--- src/rtl/uart_pkg.sv ---
// Shared UART definitions: FSM state encoding, data width and default bit timing.
// Used by both the transmit serializer and the receive path.
package uart_pkg;

  localparam int DATA_W           = 8;
  localparam int CLKS_PER_BIT_DEF = 16;

  typedef enum logic [2:0] {
    ST_IDLE   = 3'd0,
    ST_START  = 3'd1,
    ST_DATA   = 3'd2,
    ST_PARITY = 3'd3,
    ST_STOP   = 3'd4
  } uart_state_e;

endpackage

--- src/rtl/uart_baud_cnt.sv ---
// Per-bit cycle counter: counts 0..CLKS_PER_BIT-1 and flags the last cycle of a bit.
// A clear restarts the count at zero on the next edge.
module uart_baud_cnt #(
  parameter int CLKS_PER_BIT = 16
) (
  input  logic clk,
  input  logic rst_i,
  input  logic clr_i,
  output logic bit_done_o
);

  localparam int CNT_W = (CLKS_PER_BIT > 1) ? $clog2(CLKS_PER_BIT) : 1;
  localparam logic [CNT_W-1:0] CNT_LAST = CNT_W'(CLKS_PER_BIT - 1);

  logic [CNT_W-1:0] cnt_q;
  logic [CNT_W-1:0] cnt_d;

  // Clearing on the terminal count keeps the counter from ever wrapping on its own.
  always_comb begin
    cnt_d = cnt_q + 1'b1;
    if (clr_i) begin
      cnt_d = '0;
    end
  end

  always_ff @(posedge clk) begin
    if (rst_i) begin
      cnt_q <= '0;
    end else begin
      cnt_q <= cnt_d;
    end
  end

  assign bit_done_o = (cnt_q == CNT_LAST);

endmodule

--- src/rtl/uart_tx_serializer.sv ---
// UART transmitter: one byte per valid/ready handshake, sent LSB-first as start,
// 8 data bits, optional parity and 1 or 2 stop bits on a registered, idle-high line.
module uart_tx_serializer
  import uart_pkg::*;
#(
  parameter int CLKS_PER_BIT = CLKS_PER_BIT_DEF,
  parameter int PARITY_EN    = 0,
  parameter int PARITY_ODD   = 0,
  parameter int STOP_BITS    = 1
) (
  input  logic              clk,
  input  logic              Rst,
  input  logic [DATA_W-1:0] tx_data,
  input  logic              tx_valid,
  output logic              tx_ready,
  output logic              tx_busy,
  output logic              tx_out
);

  localparam logic [2:0] DATA_LAST = 3'(DATA_W - 1);
  localparam logic [2:0] STOP_LAST = 3'(STOP_BITS - 1);
  localparam logic       ODD_SEL   = (PARITY_ODD != 0);

  uart_state_e       state_q;
  logic [DATA_W-1:0] shreg_q;
  logic [2:0]        bit_cnt_q;
  logic              parity_q;
  logic              tx_out_q;
  logic              ready_q;
  logic              bit_done;
  logic              baud_clr;

  // Holding the counter cleared in IDLE makes START begin its first bit at count 0.
  assign baud_clr = (state_q == ST_IDLE) | bit_done;

  uart_baud_cnt #(
    .CLKS_PER_BIT(CLKS_PER_BIT)
  ) u_baud_cnt (
    .clk       (clk),
    .rst_i     (Rst),
    .clr_i     (baud_clr),
    .bit_done_o(bit_done)
  );

  // tx_out is registered from the current state, so the line lags the FSM by one
  // cycle: the start bit appears on the edge after the handshake edge.
  always_ff @(posedge clk) begin
    if (Rst) begin
      state_q   <= ST_IDLE;
      shreg_q   <= '0;
      bit_cnt_q <= '0;
      parity_q  <= 1'b0;
      tx_out_q  <= 1'b1;
      ready_q   <= 1'b1;
    end else begin
      case (state_q)
        ST_IDLE: begin
          tx_out_q <= 1'b1;
          if (tx_valid) begin
            shreg_q  <= tx_data;
            parity_q <= (^tx_data) ^ ODD_SEL;
            state_q  <= ST_START;
            ready_q  <= 1'b0;
          end
        end
        ST_START: begin
          tx_out_q <= 1'b0;
          if (bit_done) begin
            state_q <= ST_DATA;
          end
        end
        ST_DATA: begin
          tx_out_q <= shreg_q[0];
          if (bit_done) begin
            shreg_q <= {1'b0, shreg_q[DATA_W-1:1]};
            if (bit_cnt_q == DATA_LAST) begin
              bit_cnt_q <= '0;
              state_q   <= (PARITY_EN != 0) ? ST_PARITY : ST_STOP;
            end else begin
              bit_cnt_q <= bit_cnt_q + 3'd1;
            end
          end
        end
        ST_PARITY: begin
          tx_out_q <= parity_q;
          if (bit_done) begin
            state_q <= ST_STOP;
          end
        end
        ST_STOP: begin
          tx_out_q <= 1'b1;
          if (bit_done) begin
            if (bit_cnt_q == STOP_LAST) begin
              bit_cnt_q <= '0;
              state_q   <= ST_IDLE;
              ready_q   <= 1'b1;
            end else begin
              bit_cnt_q <= bit_cnt_q + 3'd1;
            end
          end
        end
        default: begin
          tx_out_q  <= 1'b1;
          bit_cnt_q <= '0;
          state_q   <= ST_IDLE;
          ready_q   <= 1'b1;
        end
      endcase
    end
  end

  assign tx_out   = tx_out_q;
  assign tx_ready = ready_q;
  assign tx_busy  = ~ready_q;

endmodule

--- config.mk ---
export PLATFORM = sky130hd
export DESIGN_NAME = uart_tx_serializer
export DESIGN_NICKNAME = d
export VERILOG_FILES = /design/src/rtl/uart_pkg.sv /design/src/rtl/uart_baud_cnt.sv /design/src/rtl/uart_tx_serializer.sv
export SDC_FILE = /design/constraint.sdc
export NUM_CORES = 1
export LEC_CHECK = 0
export ABC_AREA = 1
export CAP_MARGIN = 10
export CORE_UTILIZATION = 40
export DETAILED_ROUTE_END_ITERATION = 7
export PLACE_DENSITY = 0.68
export SLEW_MARGIN = 30
export SYNTH_ARGS = -nofsm -noshare
export SYNTH_HDL_FRONTEND = slang
export SYNTH_HIERARCHICAL = 1
export SYNTH_SLANG_ARGS = --single-unit
--- constraint.sdc ---
create_clock -name clk -period 1.5 [get_ports clk]
set_input_delay 0.225 -clock clk [delete_from_list [all_inputs] [get_ports clk]]
set_output_delay 0.225 -clock clk [all_outputs]
set_load 0.05 [all_outputs]
Word-level counts from Yosys, hierarchy flattened. Index checks and enable logic that the tools add are counted.

Mux-type cells: 21. Reduce and logical (&&, ||, !) cells: 12. Equal/unequal tests: 13. $add $sub $neg: 2. Bitwise operators: 4.

Operators by type and width (count): two-way mux 3 bit (11); two-way mux 8 bit (2); case mux 8 bit (2 select lines) (1); case mux 3 bit (5 select lines) (1); != test 2 bit (second input constant) (7); case mux 3 bit (3 select lines) (1); XOR reduction 8 bit (1); AND reduction 7 bit (1); == test 3 x 2 -> 1 bit (second input constant) (2); == test 3 bit (second input constant) (2); zero test 3 bit (2); case mux 1 bit (3 select lines) (2); AND reduction 3 bit (2); OR reduction 3 bit (2); adder 4 x 1 -> 4 bit (second input constant) (1); == test 4 bit (second input constant) (1); AND reduction 4 bit (1); adder 3 x 1 -> 3 bit (second input constant) (1); == test 3 x 1 -> 1 bit (second input constant) (1); two-way mux 1 bit (3); NOT 1 bit (3); AND reduction 2 bit (1); nonzero test 2 bit (1); OR reduction 2 bit (1); bitwise OR 1 bit (1).

Logic and storage cells: 59. Register bits: 21.

Depth between registers and ports, before layout.
Depth after elaboration: 4. Gate-level depth with buffers: 10. Depth with buffers taken out: 10.

By module. Netlist, hierarchy kept.

Modules (own cells, without submodules): uart_tx_serializer (seq. area each 340.3 µm², times used 1, cells each 182, area an instance 1129.8 µm²); uart_baud_cnt (seq. area each 80.1 µm², times used 1, cells each 20, area an instance 166.4 µm²).

Worst setup path before layout. Ideal clock, no wire load.

Kind: register to register. From: register u_baud_cnt.cnt_q[0]. To: register shreg_q[0]. Stages on the path, launching flop included: 9. Slack: 0.093 ns. Period minus slack after synthesis: 1.407 ns. Buffers on the path: 0. Data arrival time: 1.292 ns. Cells stage by stage: dfxtp_1 -> ha_1 -> nand2_1 -> nor2_1 -> inv_1 -> o21ai_4 -> nand2_4 -> o21ai_1 -> nor2_1.

Longest elaborated chain between the ends: 3.

RTL lines: start: declaration (RTL line uart_baud_cnt.sv:15) `logic [CNT_W-1:0] cnt_q;`; start signal: assignment (RTL line uart_baud_cnt.sv:30) `cnt_q <= cnt_d;`; == test 4 bit (RTL line uart_baud_cnt.sv:34) `assign bit_done_o = (cnt_q == CNT_LAST);`; via bit_done (RTL line uart_tx_serializer.sv:30) `logic bit_done;`; != test 2 bit (no line); AND reduction 3 bit (no line); end signal: assignment (RTL line uart_tx_serializer.sv:60) `shreg_q <= tx_data;`; end signal: assignment (RTL line uart_tx_serializer.sv:75) `shreg_q <= {1'b0, shreg_q[DATA_W-1:1]};`; end: declaration (RTL line uart_tx_serializer.sv:25) `logic [DATA_W-1:0] shreg_q;`.

The timed path passes the listed nets, and every way through them passes these cells. A chain may end at the register's enable or synchronous reset.

Worst setup path after layout.
From: register u_baud_cnt.cnt_q[0]. To: register shreg_q[3].

Same word-level chain as after synthesis.

==> summary.md <==
| Metric | Value |
|---|---|
| Commonest cells after routing, fill and taps aside | `62 x nand2_1, 26 x inv_1, 20 x nand3_1, 19 x dfxtp_1, 19 x buf_4` |
| Final min period | `~1.5 ns` |
| Crit path DAT | `1.67 ns` |
| Longest Clk Path Bufs | `2` |
| Register bit total from synthesis | `21` |
| CTS hold repair buffers | `0` |
| Gpl congestion | `around 0.85` |
| Core Area | `between 0.003 and 0.004 mm²` |
| Worst Skew | `between 0.006 and 0.007 ns` |
| Post-DR wirelength/cell | `approximately 10 µm` |
| Layout Area Growth over Synthesis | `27.8%` |
| Distinct cells, synth | `27` |
| IO Pins | `14` |
| ANT cells | `0` |
| Final hold vios | `0` |
| Clock-pin slew on the worst setup and hold paths | `0.12 ns` |
| Hold crit path type | `reg -> reg` |
| Remaining global-route overflow | `0` |
| Initial DRC Count | `73` |
| Static Leak | `around 0.84 nW` |
| Cts bufs inserted | `3` |
| Final TNS setup | `0 ns` |
| Status | `finished, final reports clean` |
| VDD IR-drop max | `0.797 mV` |
| Fmax | `681 MHz` |
| Vert. Die Dim | `between 50 and 60 µm` |
| Number of flops mapped to enable cells by yosys | `0` |
| Crit. End Element | `flip-flop` |
| Max-cap viol count | `0` |
| Crit start category | `flip-flop` |
| Crit Path Class | `reg -> reg` |
| Htree depth | `1` |
| Period Utilization, post-route | `0.978` |
| Clk Latency, worst-skew pair | `roughly 0.30 ns` |
| Initial Util | `0.425` |
| Global-route wire length before repair | `roughly 4800 µm` |
| CP max FO | `8` |
| Share of layout cells above drive strength 1 | `0.211` |
| Number of antenna violations at the first check in global routing | `0` |
| Setup WS pre-CTS | `-0.0356 ns` |
| # port buffers | `13` |
| Clock sinks | `21` |
| Mapped Nets | `217` |
| Synthesized area per cell | `around 6.4 µm²` |
| GR Util All Layers | `0.178` |
| Slew @ Worst Pin | `around 0.27 ns` |
| Pins Over Slew Limit | `0` |
| Post-Route WL | `2790 µm` |
| Root Buffer | `clkbuf_4` |
| Most common cell after layout, fill and taps aside | `nand2_1` |
| Crit path required time | `about 1.7 ns` |
| Die width | `between 50 and 60 µm` |
| CTS tree | `done` |
| Finish-stage setup viols | `0` |
| NumNets Final | `between 200 and 250` |
| Synth Warn # | `6` |
| Final HPWL DP | `2120 µm` |
| Post-synthesis sequential area ratio | `0.324` |
| Vias in the first global route | `~1200` |
| RSZ-0062 raised after global routing | `true` |
| Pwr Density | `approximately 1800 mW/mm²` |
| Cell count after synthesis | `202` |
| Largest net degree at the start of global routing | `13` |
| Routed vias | `1293` |
| Setup ws final | `~0.033 ns` |
| Final core occ | `0.543` |
| Top_reg_cell synth | `dfxtp_1` |
| Row Count | `20` |
| Slew HR | `0.817` |
| Router iterations before antenna repair | `4` |
| Routed Antenna Nets | `0` |
| Detail-routed via count per cell | `approximately 4.7` |
| DRC Markers | `0` |
| Total Die Area | `about 0.0035 mm²` |
| Asr flop ratio synth | `0` |
| Synthesized cell area | `roughly 0.0013 mm²` |
[area by class of cell]
type	count	area, µm²
tap	44	55.1
timing repair buffer	29	243
inverter	30	115
clock buffer	4	26.3
fill	324	1400
multi-input combinational	148	795
sequential	21	423
[registers in the layout (all words and copies together) (netlist names)]
name / cells
shreg_q: 8
u_baud_cnt/cnt_q: 4
bit_cnt_q: 3
state_q: 3
parity_q: 1
tx_out: 1
tx_ready: 1
[synth_stat cells (2+ instances only)]
library cell / number / area [µm²]
nand2_1: 65 / 244
o21ai_1: 5 / 25.0
a21oi_1: 14 / 70.1
ha_1: 4 / 50.1
inv_2: 3 / 11.3
nor2_2: 2 / 12.5
inv_1: 27 / 101
o21ai_0: 7 / 35.0
nand3_1: 20 / 100
dfxtp_1: 21 / 420
nor2_1: 17 / 63.8
nand2_4: 2 / 22.5
[cell families (layout without fill, tap and decap cells)]
group / Yosys count / count (layout) / share of synthesized area
flops: 21 / 21 / 0.324
fa+ha+maj: 4 / 4 / 0.0386
simple gates: 114 / 114 / 0.405
buf+inv: 33 / 63 / 0.102
compound gates: 30 / 30 / 0.129
[critical path, cell delays in order, from the launching register on]
cell and delay (ns):
dfxtp_2 0.37, ha_4 0.15, nand2_4 0.05, nor2_4 0.13, inv_4 0.06, o21ai_4 0.26
nand2_4 0.14, o21ai_2 0.15, nor2_1 0.06
[metal layers]
| layer | GRT usage | vias up | share of wire |
|---|---|---|---|
| met4 | 0.0680 | 0 | 0.013 |
| li1 | - | 695 | - |
| met5 | 0 | - | 0 |
| met3 | 0.0264 | 4 | 0.031 |
| met2 | 0.308 | 21 | 0.49 |
| met1 | 0.223 | 573 | 0.47 |
[stage by stage]
step | cells | cell area [µm²] | hold slack, ns | total power, W
detailed placement | 269 | 1550 | 0.467 | 0.00267
CTS | 273 | 1580 | 0.484 | 0.00294
global placement | 269 | 1550 | 0.455 | 0.00266
floorplan | 202 | 1300 | 0.292 | 0.00215
global route | 276 | 1660 | 0.502 | 0.00333
finish | 276 | 1660 | 0.485 | 0.00306
[worst paths after layout]
kind,cells past startpoint,from,endpoint,slack (ns)
min reg2reg,2,shreg_q[6]$_SDFFE_PP0P_,shreg_q[6]$_SDFFE_PP0P_,0.49
max,8,u_baud_cnt/cnt_q[0]$_SDFF_PP0_,shreg_q[3]$_SDFFE_PP0P_,0.03
min,2,shreg_q[6]$_SDFFE_PP0P_,shreg_q[6]$_SDFFE_PP0P_,0.49
max reg2reg,8,u_baud_cnt/cnt_q[0]$_SDFF_PP0_,shreg_q[3]$_SDFFE_PP0P_,0.03
[power by group]
group	switching, W	total [W]	internal, W
logic	0.00118	0.00192	0.000737
registers	0.000124	0.000868	0.000744
clock network	0.000167	0.000271	0.000103
total	0.00147	0.00306	0.00158
[repair_timing]
action	in CTS	in global routing
pin swaps	1	6
hold endpoints to repair	0	0
endpoints found under the setup margin	7	13
gates resized for setup	1	16
setup buffers	0	3
No activity file was read; power rests on OpenSTA's default activity.
